--- config.mk ---
export PLATFORM = sky130hd
export DESIGN_NAME = axis_noc_inject_mux_flat
export DESIGN_NICKNAME = d
export VERILOG_FILES = /design/src/rtl/axis_noc_inject_if.sv /design/src/rtl/axis_noc_inject_mux.sv /design/src/flat_wrapper.sv
export SDC_FILE = /design/constraint.sdc
export NUM_CORES = 1
export LEC_CHECK = 0
export CAP_MARGIN = 40
export CORE_MARGIN = 2
export CORE_UTILIZATION = 37
export DETAILED_ROUTE_END_ITERATION = 12
export GPL_TIMING_DRIVEN = 0
export PLACE_DENSITY = 0.82
export SYNTH_ARGS = -nofsm -noshare
export SYNTH_HDL_FRONTEND = slang
export SYNTH_SLANG_ARGS = --single-unit
--- constraint.sdc ---
create_clock -name clk_noc -period 2.9 [get_ports clk_noc]
set_input_delay 0.29 -clock clk_noc [delete_from_list [all_inputs] [get_ports clk_noc]]
set_output_delay 0.29 -clock clk_noc [all_outputs]
set_load 0.02 [all_outputs]
--- src/rtl/axis_noc_inject_if.sv ---
// AXI-Stream source bundle for the NoC injection mux: NUM_CHANNELS independent
// sources, one packed lane per channel.
interface axis_noc_inject_if #(
  parameter int NUM_CHANNELS = 4,
  parameter int TDATA_WIDTH  = 32,
  parameter int TID_WIDTH    = 2,
  parameter int TDEST_WIDTH  = 2
);
  logic [NUM_CHANNELS-1:0]                  tvalid;
  logic [NUM_CHANNELS-1:0]                  tready;
  logic [NUM_CHANNELS-1:0]                  tlast;
  logic [NUM_CHANNELS-1:0][TDATA_WIDTH-1:0] tdata;
  logic [NUM_CHANNELS-1:0][TID_WIDTH-1:0]   tid;
  logic [NUM_CHANNELS-1:0][TDEST_WIDTH-1:0] tdest;

  modport master (output tvalid, tlast, tdata, tid, tdest, input tready);
  modport slave  (input tvalid, tlast, tdata, tid, tdest, output tready);
endinterface

--- src/rtl/axis_noc_inject_mux.sv ---
// Packet-level round-robin mux of NUM_CHANNELS AXIS sources onto one credit-based
// router injection port. Optional per-channel counters: define AXIS_NOC_INJECT_STATS_EN.

`ifdef AXIS_NOC_INJECT_STATS_EN
module axis_noc_inject_lane_stats (
  input  logic        clk_noc,
  input  logic        rst_n,
  input  logic        flit_hs,
  input  logic        pkt_hs,
  output logic [31:0] flit_count,
  output logic [15:0] pkt_count
);
  always_ff @(posedge clk_noc or negedge rst_n) begin
    if (!rst_n) begin
      flit_count <= '0;
      pkt_count  <= '0;
    end else begin
      if (flit_hs && flit_count != '1) flit_count <= flit_count + 32'd1;
      if (pkt_hs && pkt_count != '1)   pkt_count  <= pkt_count + 16'd1;
    end
  end
endmodule
`endif

module axis_noc_inject_mux #(
  parameter int NUM_CHANNELS      = 4,
  parameter int TDATA_WIDTH       = 32,
  parameter int TID_WIDTH         = 2,
  parameter int TDEST_WIDTH       = 2,
  parameter int DEST_WIDTH        = TID_WIDTH + TDEST_WIDTH,
  parameter int FLIT_BUFFER_DEPTH = 4
) (
  input  logic                   clk_noc,
  input  logic                   rst_n,
  axis_noc_inject_if.slave       axis,
  output logic [TDATA_WIDTH-1:0] data_out,
  output logic [DEST_WIDTH-1:0]  dest_out,
  output logic                   is_tail_out,
  output logic                   send_out,
  input  logic                   credit_in,
  output logic                   credit_err
`ifdef AXIS_NOC_INJECT_STATS_EN
  ,
  output logic [NUM_CHANNELS-1:0][31:0] flit_count,
  output logic [NUM_CHANNELS-1:0][15:0] pkt_count
`endif
);
  localparam int CH_W = $clog2(NUM_CHANNELS);
  localparam int CR_W = $clog2(FLIT_BUFFER_DEPTH + 1);
  localparam logic [CR_W-1:0] CRED_MAX = CR_W'(FLIT_BUFFER_DEPTH);
  localparam logic [CH_W-1:0] LAST_CH  = CH_W'(NUM_CHANNELS - 1);

  typedef enum logic {IDLE, LOCK} state_t;

  state_t                  state, state_nxt;
  logic [CH_W-1:0]         grant, grant_nxt;
  logic [CH_W-1:0]         rr_ptr, rr_nxt;
  logic [CR_W-1:0]         credit_cnt;
  logic                    has_credit;
  logic                    hs;
  logic [NUM_CHANNELS-1:0] ready;

  // First requesting channel at or after p, wrapping; lower offsets win.
  function automatic logic [CH_W-1:0] rr_pick(input logic [NUM_CHANNELS-1:0] v,
                                               input logic [CH_W-1:0] p);
    logic [CH_W-1:0] j;
    rr_pick = p;
    for (int i = NUM_CHANNELS - 1; i >= 0; i--) begin
      j = CH_W'((int'(p) + i) % NUM_CHANNELS);
      if (v[j]) rr_pick = j;
    end
  endfunction

  assign has_credit  = (credit_cnt != '0);
  assign axis.tready = ready;

  always_ff @(posedge clk_noc or negedge rst_n) begin
    if (!rst_n) begin
      state  <= IDLE;
      grant  <= '0;
      rr_ptr <= '0;
    end else begin
      state  <= state_nxt;
      grant  <= grant_nxt;
      rr_ptr <= rr_nxt;
    end
  end

  // Grant is held for the whole packet; ready follows the credit counter directly
  // so a flit can never be accepted without a downstream slot.
  always_comb begin
    state_nxt = state;
    grant_nxt = grant;
    rr_nxt    = rr_ptr;
    ready     = '0;
    hs        = 1'b0;
    case (state)
      IDLE: begin
        if (|axis.tvalid) begin
          grant_nxt = rr_pick(axis.tvalid, rr_ptr);
          state_nxt = LOCK;
        end
      end
      LOCK: begin
        ready[grant] = has_credit;
        hs           = axis.tvalid[grant] & has_credit;
        if (hs && axis.tlast[grant]) begin
          state_nxt = IDLE;
          rr_nxt    = (grant == LAST_CH) ? '0 : grant + CH_W'(1);
        end
      end
      default: state_nxt = IDLE;
    endcase
  end

  always_ff @(posedge clk_noc or negedge rst_n) begin
    if (!rst_n) begin
      send_out    <= 1'b0;
      data_out    <= '0;
      dest_out    <= '0;
      is_tail_out <= 1'b0;
    end else begin
      send_out <= hs;
      if (hs) begin
        data_out    <= axis.tdata[grant];
        dest_out    <= {axis.tid[grant], axis.tdest[grant]};
        is_tail_out <= axis.tlast[grant];
      end
    end
  end

  // A simultaneous send and credit return cancel out, even when the counter is full.
  always_ff @(posedge clk_noc or negedge rst_n) begin
    if (!rst_n) begin
      credit_cnt <= CRED_MAX;
      credit_err <= 1'b0;
    end else if (hs && !credit_in) begin
      credit_cnt <= credit_cnt - CR_W'(1);
    end else if (credit_in && !hs) begin
      if (credit_cnt == CRED_MAX) credit_err <= 1'b1;
      else                        credit_cnt <= credit_cnt + CR_W'(1);
    end
  end

`ifdef AXIS_NOC_INJECT_STATS_EN
  logic [NUM_CHANNELS-1:0] lane_hs;
  logic [NUM_CHANNELS-1:0] lane_tail;

  assign lane_hs   = hs ? (NUM_CHANNELS'(1) << grant) : '0;
  assign lane_tail = lane_hs & axis.tlast;

  axis_noc_inject_lane_stats u_stats [NUM_CHANNELS-1:0] (
    .clk_noc    (clk_noc),
    .rst_n      (rst_n),
    .flit_hs    (lane_hs),
    .pkt_hs     (lane_tail),
    .flit_count (flit_count),
    .pkt_count  (pkt_count)
  );
`endif
endmodule
--- src/flat_wrapper.sv ---
// flat-port wrapper written by rule: the top's interface ports become plain ports
module axis_noc_inject_mux_flat 
#(
  parameter int NUM_CHANNELS      = 4,
  parameter int TDATA_WIDTH       = 32,
  parameter int TID_WIDTH         = 2,
  parameter int TDEST_WIDTH       = 2,
  parameter int DEST_WIDTH        = TID_WIDTH + TDEST_WIDTH,
  parameter int FLIT_BUFFER_DEPTH = 4
)
  (clk_noc, rst_n, data_out, dest_out, is_tail_out, send_out, credit_in, credit_err, axis_tvalid, axis_tlast, axis_tdata, axis_tid, axis_tdest, axis_tready);
  axis_noc_inject_if #(.NUM_CHANNELS(NUM_CHANNELS), .TDATA_WIDTH(TDATA_WIDTH), .TID_WIDTH(TID_WIDTH), .TDEST_WIDTH(TDEST_WIDTH)) axis_i ();
  input  logic clk_noc;
  input  logic rst_n;
  output logic [TDATA_WIDTH-1:0] data_out;
  output logic [DEST_WIDTH-1:0] dest_out;
  output logic is_tail_out;
  output logic send_out;
  input  logic credit_in;
  output logic credit_err;
  input wire logic [$bits(axis_i.tvalid)-1:0] axis_tvalid;
  input wire logic [$bits(axis_i.tlast)-1:0] axis_tlast;
  input wire logic [$bits(axis_i.tdata)-1:0] axis_tdata;
  input wire logic [$bits(axis_i.tid)-1:0] axis_tid;
  input wire logic [$bits(axis_i.tdest)-1:0] axis_tdest;
  output wire logic [$bits(axis_i.tready)-1:0] axis_tready;
  assign axis_i.tvalid = axis_tvalid;
  assign axis_i.tlast = axis_tlast;
  assign axis_i.tdata = axis_tdata;
  assign axis_i.tid = axis_tid;
  assign axis_i.tdest = axis_tdest;
  assign axis_tready = axis_i.tready;
  axis_noc_inject_mux #(.NUM_CHANNELS(NUM_CHANNELS), .TDATA_WIDTH(TDATA_WIDTH), .TID_WIDTH(TID_WIDTH), .TDEST_WIDTH(TDEST_WIDTH), .DEST_WIDTH(DEST_WIDTH), .FLIT_BUFFER_DEPTH(FLIT_BUFFER_DEPTH)) u_core (.clk_noc(clk_noc), .rst_n(rst_n), .axis(axis_i), .data_out(data_out), .dest_out(dest_out), .is_tail_out(is_tail_out), .send_out(send_out), .credit_in(credit_in), .credit_err(credit_err));
endmodule
* After elaboration in Yosys (flattened, before gate mapping)
Index checks and enable logic that the tools add are counted.
** Word-level totals
- Input port bits :: 155
- Register bits :: 47
- Word-level logic and storage cells :: 74
- Output and inout bits :: 43
** Operators by class
- Add/sub/neg operators :: 6
- Order comparisons :: 6
- Mux-type cells :: 33
- Bitwise operators :: 4
- Equality and inequality tests :: 3
- Reductions and logical operators :: 13
** Operator list (number)
- $bmux 32 s2 :: 1
- $mux 32 :: 1
- $lt 2x3->1 const B :: 5
- $mux 2 :: 7
- $bmux 1 s2 :: 6
- $mux 1 :: 10
- $mux 3 :: 3
- $bmux 2 s2 :: 2
- $reduce_and 2->1 :: 3
- $add 2x1->2 const B :: 2
- $add 2x2->2 const B :: 2
- $and 4x4->4 :: 1
- $logic_and 1x1->1 :: 4
- $mux 4 :: 1
- $reduce_or 4->1 :: 1
- $add 3x1->3 const B :: 1
- $eq 3x3->1 const B :: 1
- $reduce_and 3->1 :: 1
- $reduce_bool 3->1 :: 1
- $sub 3x1->3 const B :: 1
- $demux 1 s2 :: 1
- $eq 2x2->1 const B :: 1
- $ge 2x1->1 const B :: 1
- $logic_not 1->1 :: 2
- other kinds (5) :: 6

* Depth between registers and ports, before layout
- Depth in word-level cells :: 8
- Depth in mapped cells :: 13
- Mapped depth without buffers :: 10

* Least setup slack after synthesis
Ideal clock, no wire load.
- Path type :: register to register
- From :: reg u_core.grant[1]
- To :: reg u_core.credit_cnt[2]
- Path slack :: 0.520 ns
- Path buffers :: 2
- Period minus slack after synthesis :: 2.380 ns
- Required time :: 2.823 ns
- Cell stages (with the launch flop) :: 13
- Arrival time :: 2.303 ns
- Setup time :: 0.077 ns
- Cells stage by stage :: dfrtp_1 > mux4_2 > nand2_2 > buf_6 > buf_12 > inv_1 > ha_1 > inv_1 > fa_1 > or2_2 > nand2_1 > a21oi_1 > a31oi_1
** Between the ends
- Cells in the longest elaborated chain, start to end :: 8
- Elaborated cells between the ends (all ways) :: 11
- Classes of those cells :: eq/ne (1); mux (4); bitwise (1); reduce/logical (5)
** RTL lines
- from (decl) :: line axis_noc_inject_mux.sv:56 : logic [CH_W-1:0] grant, grant_nxt;
- from (signal assigned) :: line axis_noc_inject_mux.sv:84 : grant <= grant_nxt;
- $bmux 1 s2 (*) :: line axis_noc_inject_mux.sv:106 : hs = axis.tvalid[grant] & has_credit;
- $mux 1 (not written as such) (*) :: line axis_noc_inject_mux.sv:106
- $and 1x1->1 (*) :: line axis_noc_inject_mux.sv:106
- $mux 1 (*) :: line axis_noc_inject_mux.sv:97 : case (state)
- via u_core.hs :: line axis_noc_inject_mux.sv:60 : logic hs;
- $logic_not 1->1 :: line axis_noc_inject_mux.sv:139 : end else if (credit_in && !hs) begin
- $logic_and 1x1->1 :: line axis_noc_inject_mux.sv:139
- $reduce_bool 2->1 (no line)
- $reduce_and 2->1 (no line)
- to (signal assigned) :: line axis_noc_inject_mux.sv:138 : credit_cnt <= credit_cnt - CR_W'(1);
- to (signal assigned) :: line axis_noc_inject_mux.sv:141 : else credit_cnt <= credit_cnt + CR_W'(1);
- to (decl) :: line axis_noc_inject_mux.sv:58 : logic [CR_W-1:0] credit_cnt;
The timed path passes the listed nets; every way through them passes the cells marked *. The select of a mux whose other input is x is not followed.
A chain may end at the register's enable or synchronous reset.

* Final worst setup path
- From :: in axis_tvalid[1]
- To :: reg u_core.credit_cnt[2]
** Between the ends
- Cells in the longest elaborated chain, start to end :: 8
- Elaborated cells between the ends (all ways) :: 11
- Classes of those cells :: eq/ne (1); mux (4); bitwise (1); reduce/logical (5)
** RTL lines
- from (decl) :: line flat_wrapper.sv:21 : input wire logic [$bits(axis_i.tvalid)-1:0] axis_tvalid;
- $bmux 1 s2 (*) :: line axis_noc_inject_mux.sv:106
- $mux 1 (not written as such) (*) :: line axis_noc_inject_mux.sv:106
- $and 1x1->1 (*) :: line axis_noc_inject_mux.sv:106
- $mux 1 (*) :: line axis_noc_inject_mux.sv:97
- via u_core.hs :: line axis_noc_inject_mux.sv:60
- $logic_not 1->1 :: line axis_noc_inject_mux.sv:139
- $logic_and 1x1->1 :: line axis_noc_inject_mux.sv:139
- $reduce_bool 2->1 (no line)
- $reduce_and 2->1 (no line)
Marks and branches as above.

==> flow_summary.yaml <==
final_layout:
  multi_input_area_um2: 1660
  nFillCells: 632
  drive_gt1_share_pct: 22.9
  fin_cells: 500
  syn2layout_area_growth_pct: 73.1
  nNetsFinal: 559
  final_cell_area_um2: 5200
  seq_area_um2: 1180
  antenna_cells: 0
sta:
  fin_crit_sh_pct: 91.8
  clock-skew-final_ns: 0.00844
  timing.final.ws_setup_ns: 0.236
  min_period_ns: 2.66
  maxSlewViolCount: 0
  rsz0062_at_grt: "false"
  max_slew.worst_pin.slew_ns: 0.636
  setup_viol: 0
  hold_ws_ns: -0.00346
  fmaxAchievable_mhz: 375
  hold_viol: 7
  slew-limit-headroom_pct: 57.6
detailed_routing:
  ant_nets: 0
  drt_iter0_markers: 42
  vias: 2565
  dr.pass1.iters: 4
  drcViolationCount: 0
  wl_per_cell_um: 17.5
  drt-total-wl_mm: 8.74
  routed_via_density: 5.13
logic_synthesis:
  synth-edff-count: 0
  yosysWarnings: 0
  synthArstFlopShare_pct: 100
  ys_seq_area_share_pct: 39.2
  yosys.cell_types.count: 35
  syn-cell-area_um2: 3010
  syn_inst: 193
  synth_nets: 355
  ys_ff_latch: 47
  postSynthAreaPerCell_um2: 15.6
  synthFlopType: "dfrtp_1"
floorplan:
  core-area_um2: 7810
  dieHeight_um: 94.1
  ios: 198
  core.rowCount: 32
  initial_core_util_pct: 38.5
  die-area_um2: 8860
  die_w_um: 94.1
pwr:
  seqPwrFrac_pct: 25.1
  power.leakage_nw: 2.06
  swShare_pct: 36.7
  clockPowerShare_pct: 7.8
  intPower_w: 0.00306
  total_power_w: 0.00483
  worst_ir_drop_vdd_mv: 0.408
  switchingPower_w: 0.00177
  p_per_area_nw_per_um2: 927
  combPwrFrac_pct: 67.1
status:
  violations: "hold timing"
  status: "complete, but fails checks"
placement:
  portBuffers: 197
  dp_cells: 493
  gp_congestion: 0.794
  dpl.hpwl_mm: 7.38
  dpl_cell_area_um2: 5130
  dp_slack_ns: -0.0862
setup_path:
  worstReg2RegStart: "u_core.credit_cnt[2]"
  worst-path-max-fanout: 10
  crit_required_ns: 3.11
  timing.rr.end: "u_core.credit_cnt[2]"
  rrSetupSlack_ns: 0.25
  cp.arrival_ns: 2.88
  start_kind: "input pin"
  cp-end-kind: "register"
  reg2regPathDepth: 11
  crit_type: "input pin to register"
run:
  drv_cap: 0
grt:
  antenna_found_initial: 0
  gr-max-usage-layer: "met2"
  grt_util_met3_pct: 6.18
  grt_pass1_wl_mm: 13.5
  met2_usage_pct: 39.3
  grt-ovfl-total: 0
  grtUsageMet1_pct: 20.4
  grt_pass1_vias: 2894
  globalRouteTotalUtil_pct: 19.9
  grt_max_degree: 25
cts:
  post_cts_buffers: 0
  cts_root_buf: "clkbuf_8"
  clkTransAtPathRegs_ns: 0.08
  cts_sinks: 47
  ctsLongestPathBuffers: 2
  cts_buffers: 5
  htree_levels: 2
  clk_latency_ns: 0.29
  cts_resized: 0
  cts-hold-fix-buffers: 0
  cts_tree: "done"
worst_hold_path:
  holdCritPathClass: "input pin to async pin"
cell type report:
| cell class | count | share of cell area, % |
|---|---|---|
| Multi-Input combinational cell | 121 | 31.9 |
| Clock buffer | 8 | 1.54 |
| Sequential cell | 47 | 22.6 |
| Buffer | 12 | 2.33 |
| Inverter | 12 | 0.865 |
| Timing Repair Buffer | 198 | 38.3 |
| Tap cell | 102 | 2.45 |
metal layers:
layer	part of all wire [%]	wire length (um)
met1	34	2970
met3	9.3	811
met4	1.2	105
met2	56	4850
met5	0	0
cell families (layout without fill, tap and decap cells):
family	count (synthesis)	count (layout)	share of synthesized area, %
AOI/OAI and AO/OA	20	20	4.58
muxes	76	76	44.3
adders and majority gates	7	7	3.16
buffers and inverters	25	230	5.66
DFF	47	47	39.2
and+or+nand+nor	18	18	3.12
registers in the layout, summed over array words and instances, names as in the netlist:
| name | flops |
|---|---|
| u_core.dest_out | 4 |
| u_core.state | 1 |
| u_core.is_tail_out | 1 |
| u_core.credit_err | 1 |
| u_core.rr_ptr | 2 |
| u_core.send_out | 1 |
| u_core.grant | 2 |
| u_core.data_out | 32 |
| u_core.credit_cnt | 3 |
synthesized netlist by cell type, types with 4 or more instances:
master    n  area [um^2]
a21oi_1   4         20.0
mux2_2   31          349
mux4_2   32          721
mux2_4    7          105
inv_1    12         45.0
buf_2     4         20.0
mux4_1    6          158
and2_1    4         25.0
ha_1      6         75.1
dfrtp_1  46         1150
nand2_1   5         18.8
metrics by stage:
stage	util (%)	TNS, ns
floorplan	-	0
global placement	65.4	-0.0183
detailed placement	65.7	-0.0862
CTS	66.7	0
global route	66.7	0
finish	66.7	0
cell usage in the layout, fill, tap and decap left out, types with 2 or more instances in the layout:
master	count
a21oi_1	4
a31oi_1	2
and2_1	4
buf_12	3
buf_2	5
buf_4	2
buf_6	2
clkbuf_1	3
clkbuf_8	5
clkdlybuf4s50_1	196
dfrtp_1	46
ha_1	6
inv_1	12
mux2_2	31
mux2_4	7
mux4_1	6
mux4_2	32
nand2_1	5
nor2_1	3
o21ai_0	3
o22ai_1	3
worst max-delay path, cell delays in order:
cell and delay [ns]:
clkdlybuf4s50_1 0.58, mux4_2 0.29, nand2_2 0.09, buf_6 0.17
buf_12 0.15, inv_1 0.07, ha_1 0.18, inv_1 0.10
fa_1 0.39, or2_2 0.29, o21ai_0 0.17, a31oi_1 0.10
how the worst max path moves through the flow:
stage	startpoint	end	slack, ns	depth (start not counted)
after floorplan	u_core.grant[1]	u_core.credit_cnt[2]	0.52	12
after global placement	axis_tvalid[1]	u_core.credit_cnt[2]	-0.02	13
after detailed placement	axis_tvalid[1]	u_core.credit_cnt[2]	-0.09	12
after CTS	u_core.credit_cnt[2]	u_core.credit_cnt[2]	0.22	11
after global routing	u_core.credit_cnt[2]	u_core.credit_cnt[2]	0.004	11
final	axis_tvalid[1]	u_core.credit_cnt[2]	0.24	12
power by group through the flow:
stage	clock network (W)	registers [W]	logic, W
floorplan	0	0.00155	0.00175
global placement	0	0.00120	0.00322
detailed placement	0	0.00122	0.00329
CTS	0.000391	0.00121	0.00329
global route	0.000425	0.00126	0.00347
finish	0.000379	0.00121	0.00324
Note: power is estimated with default switching activity, not from simulation.
